[config.mk]
export PLATFORM = sky130hd
export DESIGN_NAME = mem_arbiter_flat
export DESIGN_NICKNAME = d
export VERILOG_FILES = /design/src/rtl/mem_arb_pkg.sv /design/src/rtl/mem_arbiter_if.sv /design/src/rtl/mem_arbiter_blk_word_cnt.sv /design/src/rtl/mem_arbiter.sv /design/src/flat_wrapper.sv
export SDC_FILE = /design/constraint.sdc
export NUM_CORES = 1
export LEC_CHECK = 0
export CAP_MARGIN = 40
export CORE_MARGIN = 3
export CORE_UTILIZATION = 25
export CTS_CLUSTER_DIAMETER = 30
export DETAILED_ROUTE_END_ITERATION = 12
export HOLD_SLACK_MARGIN = 0.15
export PLACE_DENSITY_LB_ADDON = 0.1
export SKIP_LAST_GASP = 1
export SLEW_MARGIN = 20
export SYNTH_ARGS = -nofsm -noshare
export SYNTH_HDL_FRONTEND = slang
export SYNTH_SLANG_ARGS = --single-unit
export TNS_END_PERCENT = 20
[constraint.sdc]
create_clock -name clk -period 1.6 [get_ports clk]
set_input_delay 0.16 -clock clk [delete_from_list [all_inputs] [get_ports clk]]
set_output_delay 0.16 -clock clk [all_outputs]
set_load 0.03 [all_outputs]
[src/rtl/mem_arb_pkg.sv]
// Shared types and sizing for the main-memory arbiter: state/owner encodings and block geometry.
// Latency: n/a (declarations only).
// Backpressure: n/a (declarations only).
package mem_arb_pkg;
    localparam int ADDR_W        = 16;
    localparam int DATA_W        = 16;
    localparam int WORDS_PER_BLK = 8;
    localparam int MEM_LAT       = 4;
    localparam int OFF_W         = 4;
    localparam int WIDX_W        = $clog2(WORDS_PER_BLK);
    localparam int BLK_W         = ADDR_W - OFF_W;

    typedef enum logic [1:0] {
        IDLE  = 2'd0,
        WRITE = 2'd1,
        ISSUE = 2'd2,
        DRAIN = 2'd3
    } state_t;

    typedef enum logic [1:0] {
        NONE = 2'd0,
        IC   = 2'd1,
        DC   = 2'd2
    } owner_t;

    // Block base of a byte address (drops the 16-byte block offset).
    function automatic logic [BLK_W-1:0] blk_of(input logic [ADDR_W-1:0] addr);
        return addr[ADDR_W-1:OFF_W];
    endfunction
endpackage

[src/rtl/mem_arbiter_if.sv]
// Bundle of cache request, fill return and main-memory signals around the arbiter.
// Latency: n/a (wires only).
// Backpressure: requests are level-held by the caches until their done pulse.
interface mem_arbiter_if;
    import mem_arb_pkg::*;

    logic              ic_miss;
    logic [ADDR_W-1:0] ic_miss_addr;
    logic              dc_miss;
    logic [ADDR_W-1:0] dc_miss_addr;
    logic              dc_wr_req;
    logic [ADDR_W-1:0] dc_wr_addr;
    logic [DATA_W-1:0] dc_wr_data;
    logic              mem_en;
    logic              mem_wr;
    logic [ADDR_W-1:0] mem_addr;
    logic [DATA_W-1:0] mem_wdata;
    logic [DATA_W-1:0] mem_rdata;
    logic              mem_rvalid;
    logic [DATA_W-1:0] fill_data;
    logic [WIDX_W-1:0] fill_word;
    logic              ic_fill_we;
    logic              dc_fill_we;
    logic              ic_fill_done;
    logic              dc_fill_done;
    logic              dc_wr_done;
    logic              busy;

    // Arbiter side.
    modport master (
        input  ic_miss, ic_miss_addr, dc_miss, dc_miss_addr,
        input  dc_wr_req, dc_wr_addr, dc_wr_data, mem_rdata, mem_rvalid,
        output mem_en, mem_wr, mem_addr, mem_wdata, fill_data, fill_word,
        output ic_fill_we, dc_fill_we, ic_fill_done, dc_fill_done, dc_wr_done, busy
    );

    // Cache and memory side.
    modport slave (
        output ic_miss, ic_miss_addr, dc_miss, dc_miss_addr,
        output dc_wr_req, dc_wr_addr, dc_wr_data, mem_rdata, mem_rvalid,
        input  mem_en, mem_wr, mem_addr, mem_wdata, fill_data, fill_word,
        input  ic_fill_we, dc_fill_we, ic_fill_done, dc_fill_done, dc_wr_done, busy
    );
endinterface

[src/rtl/mem_arbiter_blk_word_cnt.sv]
// Word index counter within a cache block, with synchronous clear and last-word flag.
// Latency: count updates one cycle after inc; last is a decode of the current count.
// Backpressure: none; counts only when inc is high, clear has priority.
module blk_word_cnt
    import mem_arb_pkg::*;
(
    input  logic              clk,
    input  logic              rst_n,
    input  logic              clr,
    input  logic              inc,
    output logic [WIDX_W-1:0] cnt,
    output logic              last
);
    // Clear wins over increment; wraps naturally at block end.
    always_ff @(posedge clk or negedge rst_n) begin
        if (!rst_n) begin
            cnt <= '0;
        end else if (clr) begin
            cnt <= '0;
        end else if (inc) begin
            cnt <= cnt + WIDX_W'(1);
        end
    end

    assign last = (cnt == WIDX_W'(WORDS_PER_BLK - 1));
endmodule

[src/rtl/mem_arbiter.sv]
// Shared main-memory arbiter: grants one cache at a time, issues a block of reads or one store.
// Latency: fill = 13 cycles from request to IDLE (done at +12); store = mem write at +1.
// Backpressure: requests wait while busy; no preemption, fixed priority dc_miss > dc_wr_req > ic_miss.
module mem_arbiter
    import mem_arb_pkg::*;
(
    input  logic          clk,
    input  logic          rst_n,
    mem_arbiter_if.master bus
);
    state_t            state_q, state_d;
    owner_t            owner_q, owner_d;
    logic [BLK_W-1:0]  blk_q, blk_d;
    logic              grant_fill;
    logic              issuing;
    logic              active;
    logic              ret_fire;
    logic              fill_last;
    logic [WIDX_W-1:0] issue_cnt, ret_cnt;
    logic              issue_last, ret_last;

    assign issuing   = (state_q == ISSUE);
    assign active    = issuing || (state_q == DRAIN);
    // Returns outside a fill (stale after reset, or during a store) are dropped here.
    assign ret_fire  = active && bus.mem_rvalid;
    assign fill_last = ret_fire && ret_last;

    blk_word_cnt u_issue_cnt (
        .clk   (clk),
        .rst_n (rst_n),
        .clr   (grant_fill),
        .inc   (issuing),
        .cnt   (issue_cnt),
        .last  (issue_last)
    );

    blk_word_cnt u_ret_cnt (
        .clk   (clk),
        .rst_n (rst_n),
        .clr   (grant_fill),
        .inc   (ret_fire),
        .cnt   (ret_cnt),
        .last  (ret_last)
    );

    // Next-state, owner and block-base selection; D side outranks I side.
    always_comb begin
        state_d    = state_q;
        owner_d    = owner_q;
        blk_d      = blk_q;
        grant_fill = 1'b0;
        unique case (state_q)
            IDLE: begin
                if (bus.dc_miss) begin
                    state_d    = ISSUE;
                    owner_d    = DC;
                    blk_d      = blk_of(bus.dc_miss_addr);
                    grant_fill = 1'b1;
                end else if (bus.dc_wr_req) begin
                    state_d = WRITE;
                end else if (bus.ic_miss) begin
                    state_d    = ISSUE;
                    owner_d    = IC;
                    blk_d      = blk_of(bus.ic_miss_addr);
                    grant_fill = 1'b1;
                end
            end
            WRITE: state_d = IDLE;
            ISSUE: begin
                if (fill_last) begin
                    state_d = IDLE;
                    owner_d = NONE;
                end else if (issue_last) begin
                    state_d = DRAIN;
                end
            end
            DRAIN: begin
                if (fill_last) begin
                    state_d = IDLE;
                    owner_d = NONE;
                end
            end
            default: state_d = IDLE;
        endcase
    end

    // Arbiter state registers.
    always_ff @(posedge clk or negedge rst_n) begin
        if (!rst_n) begin
            state_q <= IDLE;
            owner_q <= NONE;
            blk_q   <= '0;
        end else begin
            state_q <= state_d;
            owner_q <= owner_d;
            blk_q   <= blk_d;
        end
    end

    // Memory command: block reads while issuing, the held store while writing.
    always_comb begin
        bus.mem_addr  = '0;
        bus.mem_wdata = '0;
        if (issuing) begin
            bus.mem_addr = {blk_q, issue_cnt, 1'b0};
        end else if (state_q == WRITE) begin
            bus.mem_addr  = bus.dc_wr_addr;
            bus.mem_wdata = bus.dc_wr_data;
        end
    end

    assign bus.mem_en       = issuing || (state_q == WRITE);
    assign bus.mem_wr       = (state_q == WRITE);
    assign bus.dc_wr_done   = (state_q == WRITE);
    assign bus.busy         = (state_q != IDLE);
    assign bus.fill_data    = ret_fire ? bus.mem_rdata : '0;
    assign bus.fill_word    = ret_fire ? ret_cnt : '0;
    assign bus.ic_fill_we   = ret_fire && (owner_q == IC);
    assign bus.dc_fill_we   = ret_fire && (owner_q == DC);
    assign bus.ic_fill_done = fill_last && (owner_q == IC);
    assign bus.dc_fill_done = fill_last && (owner_q == DC);
endmodule

[src/flat_wrapper.sv]
// flat-port wrapper written by rule: the top's interface ports become plain ports
module mem_arbiter_flat import mem_arb_pkg::*;
  (clk, rst_n, bus_ic_miss, bus_ic_miss_addr, bus_dc_miss, bus_dc_miss_addr, bus_dc_wr_req, bus_dc_wr_addr, bus_dc_wr_data, bus_mem_rdata, bus_mem_rvalid, bus_mem_en, bus_mem_wr, bus_mem_addr, bus_mem_wdata, bus_fill_data, bus_fill_word, bus_ic_fill_we, bus_dc_fill_we, bus_ic_fill_done, bus_dc_fill_done, bus_dc_wr_done, bus_busy);
  mem_arbiter_if bus_i ();
  input  logic clk;
  input  logic rst_n;
  input wire logic [$bits(bus_i.ic_miss)-1:0] bus_ic_miss;
  input wire logic [$bits(bus_i.ic_miss_addr)-1:0] bus_ic_miss_addr;
  input wire logic [$bits(bus_i.dc_miss)-1:0] bus_dc_miss;
  input wire logic [$bits(bus_i.dc_miss_addr)-1:0] bus_dc_miss_addr;
  input wire logic [$bits(bus_i.dc_wr_req)-1:0] bus_dc_wr_req;
  input wire logic [$bits(bus_i.dc_wr_addr)-1:0] bus_dc_wr_addr;
  input wire logic [$bits(bus_i.dc_wr_data)-1:0] bus_dc_wr_data;
  input wire logic [$bits(bus_i.mem_rdata)-1:0] bus_mem_rdata;
  input wire logic [$bits(bus_i.mem_rvalid)-1:0] bus_mem_rvalid;
  output wire logic [$bits(bus_i.mem_en)-1:0] bus_mem_en;
  output wire logic [$bits(bus_i.mem_wr)-1:0] bus_mem_wr;
  output wire logic [$bits(bus_i.mem_addr)-1:0] bus_mem_addr;
  output wire logic [$bits(bus_i.mem_wdata)-1:0] bus_mem_wdata;
  output wire logic [$bits(bus_i.fill_data)-1:0] bus_fill_data;
  output wire logic [$bits(bus_i.fill_word)-1:0] bus_fill_word;
  output wire logic [$bits(bus_i.ic_fill_we)-1:0] bus_ic_fill_we;
  output wire logic [$bits(bus_i.dc_fill_we)-1:0] bus_dc_fill_we;
  output wire logic [$bits(bus_i.ic_fill_done)-1:0] bus_ic_fill_done;
  output wire logic [$bits(bus_i.dc_fill_done)-1:0] bus_dc_fill_done;
  output wire logic [$bits(bus_i.dc_wr_done)-1:0] bus_dc_wr_done;
  output wire logic [$bits(bus_i.busy)-1:0] bus_busy;
  assign bus_i.ic_miss = bus_ic_miss;
  assign bus_i.ic_miss_addr = bus_ic_miss_addr;
  assign bus_i.dc_miss = bus_dc_miss;
  assign bus_i.dc_miss_addr = bus_dc_miss_addr;
  assign bus_i.dc_wr_req = bus_dc_wr_req;
  assign bus_i.dc_wr_addr = bus_dc_wr_addr;
  assign bus_i.dc_wr_data = bus_dc_wr_data;
  assign bus_i.mem_rdata = bus_mem_rdata;
  assign bus_i.mem_rvalid = bus_mem_rvalid;
  assign bus_mem_en = bus_i.mem_en;
  assign bus_mem_wr = bus_i.mem_wr;
  assign bus_mem_addr = bus_i.mem_addr;
  assign bus_mem_wdata = bus_i.mem_wdata;
  assign bus_fill_data = bus_i.fill_data;
  assign bus_fill_word = bus_i.fill_word;
  assign bus_ic_fill_we = bus_i.ic_fill_we;
  assign bus_dc_fill_we = bus_i.dc_fill_we;
  assign bus_ic_fill_done = bus_i.ic_fill_done;
  assign bus_dc_fill_done = bus_i.dc_fill_done;
  assign bus_dc_wr_done = bus_i.dc_wr_done;
  assign bus_busy = bus_i.busy;
  mem_arbiter u_core (.clk(clk), .rst_n(rst_n), .bus(bus_i));
endmodule
* After elaboration in Yosys (flattened, before gate mapping)
Cells that the tools add are included.
** Cells by class
- $add $sub $neg :: 2
- Equal/unequal tests :: 14
- Mux-type cells :: 28
- Reduce and logical (&&, ||, !) cells :: 18
** Operators with widths (count)
- $mux 16 :: 5
- $mux 12 :: 3
- $mux 2 :: 9
- $mux 3 :: 5
- $reduce_bool 2->1 :: 5
- $ne 3x3->1 const B :: 3
- $pmux 2 s4 :: 1
- $add 3x1->3 const B :: 2
- $eq 2x2->1 const B :: 3
- $eq 3x3->1 const B :: 2
- $logic_and 1x1->1 :: 6
- $reduce_and 3->1 :: 2
- $eq 2x1->1 const B :: 2
- $mux 1 :: 4
- $ne 2x1->1 const B :: 2
- $ne 4x4->1 const B :: 1
- $pmux 2 s2 :: 1
- $reduce_and 4->1 :: 1
- $logic_not 2->1 :: 1
- $logic_or 1x1->1 :: 2
- $ne 2x2->1 const B :: 1
- $reduce_or 2->1 :: 1
** Word-level totals
- Register bits after elaboration :: 22
- Input port bits :: 86
- Output and inout port bits :: 59

* Longest topological paths before layout
Gate-level depths: netlist (run 1).
- Depth in word-level cells :: 6
- Depth in mapped cells :: 6

* Cells and area by module
From an unflattened synthesis (run 1), not the netlist that was laid out.
** Second synthesis, totals
- Cells, all modules :: 174
- Area total of the unflattened synthesis :: 1655.3 µm²
** By module, submodules not included
- mem_arbiter :: times used 1, cells an instance 152, area each 1375.1 µm²
- blk_word_cnt :: times used 2, cells an instance 11, area each 140.1 µm²

* Worst setup path before layout (run 1)
OpenSTA, ideal clock, no wires.
- Path type :: flip-flop to output port
- Start :: register u_core.state_q[1]
- End :: output bus_mem_addr[10]
- Data arrival time :: 1802 ps
- Required time :: 1440 ps
- Path slack :: -362 ps
- Stages on the path, launching flop included :: 6
- Path buffers :: 1
- Cell sequence :: dfrtp_1 > inv_1 > ha_1 > nor2b_1 > clkbuf_1 > a22o_1
** Between the ends
- Word-level cells in the longest chain between the ends :: 3
** Ends and longest elaborated chain
- from (decl) :: line mem_arbiter.sv:11 : state_t state_q, state_d;
- from (signal assigned) :: line mem_arbiter.sv:94 : state_q <= state_d;
- $eq 2x1->1
- via bus_dc_wr_done :: line flat_wrapper.sv:26 : output wire logic [$bits(bus_i.dc_wr_done)-1:0] bus_dc_wr_done;
- $mux 16 :: line mem_arbiter.sv:106 : end else if (state_q == WRITE) begin
- $mux 16 :: line mem_arbiter.sv:104 : if (issuing) begin
- to (decl) :: line flat_wrapper.sv:18 : output wire logic [$bits(bus_i.mem_addr)-1:0] bus_mem_addr;
The timed path passes the listed nets, and every way through them passes these cells.

* Worst setup path in the final report (run 1)
- Start :: register u_core.state_q[1]
- End :: output bus_fill_data[12]
** Between the ends
- Word-level cells in the longest chain between the ends :: 4
** Ends and longest elaborated chain
- $eq 2x2->1 (on tied branches) :: line mem_arbiter.sv:22, mem_arbiter.sv:23
- $logic_or 1x1->1 * :: line mem_arbiter.sv:23 : assign active = issuing || (state_q == DRAIN);
- $logic_and 1x1->1 * :: line mem_arbiter.sv:25 : assign ret_fire = active && bus.mem_rvalid;
- $mux 16 * :: line mem_arbiter.sv:116 : assign bus.fill_data = ret_fire ? bus.mem_rdata : '0;
- to (decl) :: line flat_wrapper.sv:20 : output wire logic [$bits(bus_i.fill_data)-1:0] bus_fill_data;
Mark *: on every way between the ends. The rest lies on a longest branch, timed or not.

==> flow_metrics.tcl, run 1 <==
set metrics [dict create \
    status "finished, violations left" \
    violations "setup timing" \
    drc 0 \
    startpoint "u_core.state_q[1]$_DFFE_PN0P_" \
    grt_antenna_before_repair 0 \
    synth_top_family_by_area "simple AND/OR/NAND/NOR gates" \
    numCtsBuffers 3 \
    setup_viol 60 \
    regArea_um2 552 \
    ant_nets 0 \
    overflow 0 \
    holdWs_ns 0.250 \
    cts_sinks 22 \
    path_max_fanout 22 \
    worstPathRequired_ns 1.44 \
    synth_edf_count 0 \
    drt-met1-wl_um 2220 \
    ioPinCount 145 \
    dp_slack_ns -0.0456 \
    synth_top_area_cell "dfrtp_1" \
    fin_nets 434 \
    syn2layout_area_growth_pct 120 \
    synthArstFlopShare_pct 100 \
    first_pass_iters 4 \
    p_per_area_nw_per_um2 1540 \
    crit_path_end_kind "output pin" \
    relSlewSlack_pct 77.2 \
    place_area_um2 3100 \
    max_cap_viol_count 0 \
    clk_pin_slew_worst_paths_ns 0.08 \
    synth_warnings 0 \
    core_um2 6030 \
    antennaDiodeCount 0 \
    dr_total_vias 1798 \
    grt_max_degree 25 \
    rsz0062_at_grt "true" \
    finalPower_uw 5380 \
    ys_ff_latch 22 \
    synthTopCellsByArea "dfrtp_1 (35%), and2_1 (14%), mux2i_1 (8.8%)" \
    multi_input_comb_area_um2 1100 \
    cts_hold_buffers 0 \
    fin_crit_sh_pct 116 \
    postLayoutCoreUtil_pct 57.8 \
    clock_skew_ns 0.00323 \
    hold_class "in -> async" \
    synthAdderAreaFrac_pct 7.11 \
    fp.dieW_um 85.6 \
    routed-wl-met2_um 3030 \
    syn_inst 182 \
    drive_gt1_share_pct 38.5 \
    die_area_um2 7330 \
    insertion_delay_ns 0.26 \
    synth.distinct_cells 26 \
    p_leak_uw 0.00165 \
    arrival_ns 1.69 \
    final_area_um2 3480 \
    cts_root_buffer "clkbuf_8" \
    critPathLaunchType "flip-flop" \
    avgSynthCellArea_um2 8.70 \
    top_layer "met4" \
    start_util_pct 26.3 \
    max-clock-path-buffers 2 \
    dp_hpwl_um 4260 \
    synth_compound_gate_area_share_pct 16.9 \
    critPathKind "reg -> out" \
    grt_pass1_wl_um 9090 \
    synth_xor_area_share_pct 1.11 \
    htree_levels 1 \
    grt_pass1_vias 1811 \
    synthSimpleGateAreaFrac_pct 24.4 \
    final-hold-violation-count 0 \
    wl_met3_um 374 \
    wl_per_cell_um 13.7 \
    fmax_mhz 540 \
    synthMuxAreaShare_pct 10.3 \
    synth_nets 277 \
    yosysSeqAreaShare_pct 34.8 \
    worstReg2RegStart "u_core.state_q[1]$_DFFE_PN0P_" \
    drt_wl_total_um 5640 \
    grtUsageTotal_pct 15.3 \
    rows 28 \
    worst_slack_ns -0.250 \
    yosysTopAreaCellShare_pct 34.8 \
    tightest_slew_ns 0.339 \
    vdd_drop_max_v 0.00115 \
    nFillCells 566 \
    netlist_area_um2 1580 \
    port_buffers 136 \
    yosys_most_used_dff "dfrtp_1" \
    routabilityCongestion 0.720 \
    first_iter_violations 46 \
    min_period_ns 1.85 \
    cts_tree "built" \
    vias_per_cell 4.35 \
    die_h_um 85.6 \
    slew_viol_final 0 \
]
## cell type report
type | instances | area share (%)
repair buffers | 164 | 47.6
multi-input cells | 141 | 31.5
flip-flops and latches | 22 | 15.8
well taps | 75 | 2.69
clock buffers | 4 | 1.58
inverters | 7 | 0.754
## worst paths after layout
kind | end | slack [ns] | cells after the start
setup / recovery | bus_fill_data[12] | -0.25 | 6
hold / removal | u_core.blk_q[2]$_DFFE_PN0P_ | 0.25 | 2
setup reg to reg | u_core.owner_q[0]$_DFFE_PN0P_ | -0.14 | 7
hold reg to reg | u_core.blk_q[2]$_DFFE_PN0P_ | 0.49 | 2
max in group asynchronous | u_core.state_q[1]$_DFFE_PN0P_ | 1.10 | 2
min in group clk | u_core.blk_q[2]$_DFFE_PN0P_ | 0.49 | 2
## metal layers
metal	vias up	global-route usage [%]
li1	931	-
met1	813	19.0
met2	52	28.0
met3	2	3.65
met4	0	0.863
met5	-	0
## cells by family after synthesis
group                    after synthesis
multiplexers                          16
XOR/XNOR                               2
buffers and inverters                 19
adder cells (fa/ha/maj)                9
AND/OR/NAND/NOR                       74
flip-flops                            22
AO/OA/AOI/OAI                         40
## cell usage in the layout (no fill, tap or decap), drive strengths merged, types with 2 or more instances in the layout
cell type      Yosys  final
clkdlybuf4s50      0     77
dfrtp             22     22
o21ai             16     16
buf                5     87
a22o              15     15
nor2b              3      3
clkbuf             7      4
inv                7      7
and2              36     36
nor2              10     10
a21oi              3      3
mux2i             14     14
o22ai              3      3
mux2               2      2
ha                 9      9
xnor2              2      2
nand2             21     21
## metrics by stage
stage               TNS, ns  std cells
floorplan             -2.01        182
global placement     -0.408        404
detailed placement   -0.433        404
CTS                  -13.99        413
global route         -15.14        413
finish               -11.12        413
## where the power goes
part           internal, uW  switching [uW]  leakage, uW
Clock                   219             187    0.0000288
Combinational          1990            2010      0.00135
Sequential              808             165     0.000278
Total                  3010            2370      0.00165
## timing repair
item                                    CTS  global route
endpoints found under the setup margin   59            62
resized for setup                        50            18
buffers inserted                          3             2
pin swaps                                 1             3
gates cloned                              2             0
## worst max-delay path, stage by stage, from the launching register on
cell and delay (ns):
dfrtp_2 0.46, buf_6 0.14, ha_4 0.16, o21a_1 0.19
buf_12 0.15, and2_1 0.15, buf_4 0.16
## synthesized netlist by cell type (2+ instances only)
library cell / instances
and2_1: 36
mux2_2: 2
o21ai_0: 15
nor2_1: 10
xnor2_1: 2
a22o_1: 15
a21oi_1: 3
nor2b_1: 3
buf_2: 3
ha_1: 9
nand2_1: 21
dfrtp_1: 22
inv_1: 7
mux2i_1: 14
o22ai_1: 3
clkbuf_1: 7
## flip-flops by register name, summed over array words and instances (netlist names)
| signal | count |
|---|---|
| u_core.state_q | 2 |
| u_core.u_issue_cnt.cnt | 3 |
| u_core.u_ret_cnt.cnt | 3 |
| u_core.owner_q | 2 |
| u_core.blk_q | 12 |
(Power assumes the default switching activity.)
==> run 2: changes to the inputs <==
Settings changed: SKIP_CTS_REPAIR_TIMING from default to 1.
==> flow_metrics.tcl, run 2 (same netlist as run 1, synthesis figures left out) <==
set metrics [dict create \
    status "finished, violations left" \
    violations "setup timing" \
    drc 0 \
    worst_slack_ns -0.276 \
    path_max_fanout 6 \
    overflow 0 \
    first_pass_iters 6 \
    die_h_um 85.6 \
    numCtsBuffers 3 \
    port_buffers 136 \
    p_per_area_nw_per_um2 1550 \
    max-clock-path-buffers 2 \
    grt_pass1_vias 1723 \
    top_layer "met4" \
    tightest_slew_ns 0.346 \
    cts_root_buffer "clkbuf_8" \
    start_util_pct 26.3 \
    clk_pin_slew_worst_paths_ns 0.08 \
    routabilityCongestion 0.720 \
    ant_nets 0 \
    die_area_um2 7330 \
    vias_per_cell 4.39 \
    grt_max_degree 33 \
    routed-wl-met2_um 3350 \
    slew_viol_final 0 \
    critPathKind "reg -> out" \
    holdWs_ns 0.253 \
    crit_path_end_kind "output pin" \
    rows 28 \
    grt_antenna_before_repair 0 \
    p_leak_uw 0.00169 \
    fmax_mhz 533 \
    final-hold-violation-count 0 \
    min_period_ns 1.88 \
    largest_registers "u_core.blk_q (12), u_core.u_issue_cnt.cnt (3), u_core.u_ret_cnt.cnt (3)" \
    multi_input_comb_area_um2 1090 \
    antennaDiodeCount 0 \
    max_cap_viol_count 0 \
    insertion_delay_ns 0.26 \
    drt_wl_total_um 6170 \
    final_cell_mix "clkdlybuf4s50_1 (77), buf_6 (47), buf_4 (38)" \
    postLayoutCoreUtil_pct 59.4 \
    ioPinCount 145 \
    largest_register_ffs 12 \
    wl_met3_um 357 \
    layout_commonest_cell "clkdlybuf4s50_1" \
    grtUsageTotal_pct 13.8 \
    wl_per_cell_um 14.7 \
    htree_levels 1 \
    rsz0062_at_grt "true" \
    vdd_drop_max_v 0.00108 \
    fp.dieW_um 85.6 \
    dp_slack_ns -0.0456 \
    clock_skew_ns 0.00231 \
    fin_nets 440 \
    critPathLaunchType "flip-flop" \
    dr_total_vias 1841 \
    dp_hpwl_um 4260 \
    core_um2 6030 \
    worstPathRequired_ns 1.44 \
    hold_class "in -> async" \
    fin_crit_sh_pct 117 \
    nFillCells 546 \
    syn2layout_area_growth_pct 126 \
    grt_pass1_wl_um 8320 \
    cts_sinks 22 \
    arrival_ns 1.72 \
    setup_viol 59 \
    cts_tree "built" \
    drive_gt1_share_pct 45.1 \
    drt-met1-wl_um 2460 \
    top_register "u_core.blk_q" \
    relSlewSlack_pct 76.7 \
    first_iter_violations 39 \
    regArea_um2 552 \
]
[run 2: changes by cell type in the layout (fill, tap and decap cells not counted), moves of 2 or more]
cell,change
and2_1,-19
buf_6,+4
and2_4,+20
inv_2,-2
clkbuf_16,+4
buf_8,-2
a22o_4,-9
a22o_2,+9
[run 2: worst paths after layout]
path | startpoint | end | slack [ns] | cells after the start
setup / recovery | u_core.state_q[1]$_DFFE_PN0P_ | bus_fill_data[6] | -0.28 | 6
hold / removal | rst_n | u_core.blk_q[2]$_DFFE_PN0P_ | 0.25 | 2
setup reg to reg | u_core.state_q[0]$_DFFE_PN0P_ | u_core.state_q[1]$_DFFE_PN0P_ | -0.05 | 5
hold reg to reg | u_core.blk_q[3]$_DFFE_PN0P_ | u_core.blk_q[3]$_DFFE_PN0P_ | 0.49 | 2
max in group asynchronous | rst_n | u_core.state_q[1]$_DFFE_PN0P_ | 1.10 | 2
min in group clk | u_core.blk_q[3]$_DFFE_PN0P_ | u_core.blk_q[3]$_DFFE_PN0P_ | 0.49 | 2
[run 2: metrics by stage]
stage	total power [uW]	instances	cell area, um^2	TNS (ns)
after floorplan	3020	182	1630	-2.01
after global placement	4370	404	3100	-0.408
after detailed placement	4390	404	3100	-0.433
after CTS	4810	408	3150	-15.41
after global routing	5940	419	3580	-17.16
final	5550	419	3580	-13.34
[run 2: routing by layer]
layer | vias up | global-route usage [%]
li1 | 947 | -
met1 | 842 | 16.4
met2 | 50 | 25.6
met3 | 2 | 3.94
met4 | 0 | 1.15
met5 | - | 0
[run 2: cell type report]
class,count,area share [%]
Sequential cell,22,15.4
Tap cell,75,2.62
Timing Repair Buffer,170,49.3
Multi-Input combinational cell,141,30.4
Clock buffer,4,1.54
Inverter,7,0.803
[run 2: where the power goes]
group | internal (uW) | leakage, uW | switching (uW)
Sequential | 807 | 0.000278 | 151
Clock | 219 | 0.0000288 | 187
Combinational | 2110 | 0.00138 | 2080
[run 2: critical path: stages, from the launching register on]
cell     delay, ns
dfrtp_2       0.47
buf_6         0.14
ha_4          0.17
o21a_4        0.25
buf_12        0.14
and2_4        0.15
buf_6         0.13
==> run 3: changes to the inputs <==
Settings changed: PLACE_DENSITY from default to 0.7, PLACE_DENSITY_LB_ADDON 0.1 to default, SETUP_SLACK_MARGIN from default to 0.3.
==> flow_metrics.tcl, run 3 (same netlist as run 1, synthesis figures left out) <==
set metrics [dict create \
    status "finished, violations left" \
    violations "setup timing" \
    critPathLaunchType "flip-flop" \
    die_h_um 85.6 \
    drc 0 \
    grt_antenna_before_repair 0 \
    final_cell_mix "clkdlybuf4s50_1 (78), buf_4 (56), and2_4 (36), buf_6 (22), nand2_1 (21)" \
    grtUsageTotal_pct 14.6 \
    rows 28 \
    vias_per_cell 4.46 \
    critPathKind "reg -> out" \
    fin_crit_sh_pct 116 \
    antennaDiodeCount 0 \
    grt_pass1_wl_um 8770 \
    slew_viol_final 0 \
    first_iter_violations 26 \
    dp_slack_ns -0.0188 \
    first_pass_iters 4 \
    startpoint "u_core.state_q[1]$_DFFE_PN0P_" \
    largest_registers "u_core.blk_q (12), u_core.u_issue_cnt.cnt (3), u_core.u_ret_cnt.cnt (3)" \
    dr_total_vias 1847 \
    p_per_area_nw_per_um2 1640 \
    crit_path_end_kind "output pin" \
    tightest_slew_ns 0.323 \
    drt_wl_total_um 5830 \
    dp_hpwl_um 4540 \
    reg2regPathDepth 7 \
    insertion_delay_ns 0.26 \
    top_register "u_core.blk_q" \
    start_util_pct 26.3 \
    overflow 0 \
    fin_nets 435 \
    port_buffers 136 \
    setup_viol 60 \
    reg2reg_slack_ns -0.10 \
    wl_per_cell_um 14.1 \
    layout_commonest_cell "clkdlybuf4s50_1" \
    syn2layout_area_growth_pct 126 \
    arrival_ns 1.70 \
    worstPathRequired_ns 1.44 \
    fmax_mhz 537 \
    cts_sinks 22 \
    routabilityCongestion 0.796 \
    worst_slack_ns -0.262 \
    clock_skew_ns 0.00541 \
    hold_class "in -> async" \
    multi_input_comb_area_um2 1200 \
    rsz0062_at_grt "true" \
    numCtsBuffers 3 \
    relSlewSlack_pct 78.4 \
    final-hold-violation-count 0 \
    core_um2 6030 \
    fp.dieW_um 85.6 \
    htree_levels 1 \
    path_max_fanout 8 \
    finalPower_uw 5880 \
    ant_nets 0 \
    grt_max_degree 25 \
    die_area_um2 7330 \
    cts_tree "built" \
    clk_pin_slew_worst_paths_ns 0.09 \
    drive_gt1_share_pct 45.4 \
    nFillCells 532 \
    max_cap_viol_count 0 \
    p_leak_uw 0.00172 \
    max-clock-path-buffers 2 \
    worstReg2RegStart "u_core.state_q[1]$_DFFE_PN0P_" \
    vdd_drop_max_v 0.00121 \
    min_period_ns 1.86 \
    regArea_um2 553 \
    cp-endpoint "bus_mem_addr[5]" \
    grt_pass1_vias 1810 \
    largest_register_ffs 12 \
    ioPinCount 145 \
    cts_root_buffer "clkbuf_8" \
    r2r-end "u_core.owner_q[1]$_DFFE_PN0P_" \
]
## run 3: report_power, final
group	switching [uW]	internal (uW)
clock	190	334
combinational	2080	2260
sequential	205	810
total	2470	3400
## run 3: final cells by class
| type | count | share of cell area, % |
|---|---|---|
| Timing Repair Buffer | 165 | 45.7 |
| Multi-Input combinational cell | 141 | 33.4 |
| Sequential cell | 22 | 15.4 |
| Tap cell | 75 | 2.62 |
| Clock buffer | 3 | 1.15 |
| Inverter | 7 | 0.872 |
| Clock inverter | 1 | 0.837 |
## run 3: per-layer routing
metal	routed length [um]	vias to the layer above	global-route usage, %
met4	60	0	4.75
met3	435	4	3.07
met2	3100	68	26.3
li1	-	931	-
met5	0	-	0
met1	2230	844	17.1
## run 3: worst min-delay path by stage
stage / startpoint / to / slack [ns] / cells past startpoint
6_report: rst_n / u_core.blk_q[6]$_DFFE_PN0P_ / 0.25 / 2
5_1_grt: rst_n / u_core.blk_q[6]$_DFFE_PN0P_ / 0.28 / 2
4_1_cts: rst_n / u_core.blk_q[1]$_DFFE_PN0P_ / 0.26 / 2
3_5_place_dp: u_core.blk_q[11]$_DFFE_PN0P_ / u_core.blk_q[11]$_DFFE_PN0P_ / 0.48 / 2
3_3_place_gp: u_core.blk_q[11]$_DFFE_PN0P_ / u_core.blk_q[11]$_DFFE_PN0P_ / 0.47 / 2
2_1_floorplan: rst_n / u_core.blk_q[0]$_DFFE_PN0P_ / -0.14 / 0
## run 3: metrics by stage
| step | instances | util (%) | cell area (um^2) | hold WS, ns | TNS (ns) |
|---|---|---|---|---|---|
| after CTS | 406 | 56.2 | 3390 | 0.256 | -15.18 |
| after global routing | 414 | 59.5 | 3590 | 0.277 | -16.25 |
| after global placement | 402 | 55.0 | 3320 | 0.467 | 0 |
| after floorplan | 182 | - | 1890 | -0.136 | 0 |
| after detailed placement | 402 | 55.0 | 3320 | 0.477 | -0.155 |
| final | 414 | 59.5 | 3590 | 0.251 | -12.59 |
## run 3: critical path, stage by stage (launching register included)
cell	delay (ns)
dfrtp_2	0.45
inv_4	0.06
ha_4	0.17
nor2b_4	0.13
buf_12	0.13
buf_12	0.14
a22o_4	0.22
buf_6	0.13
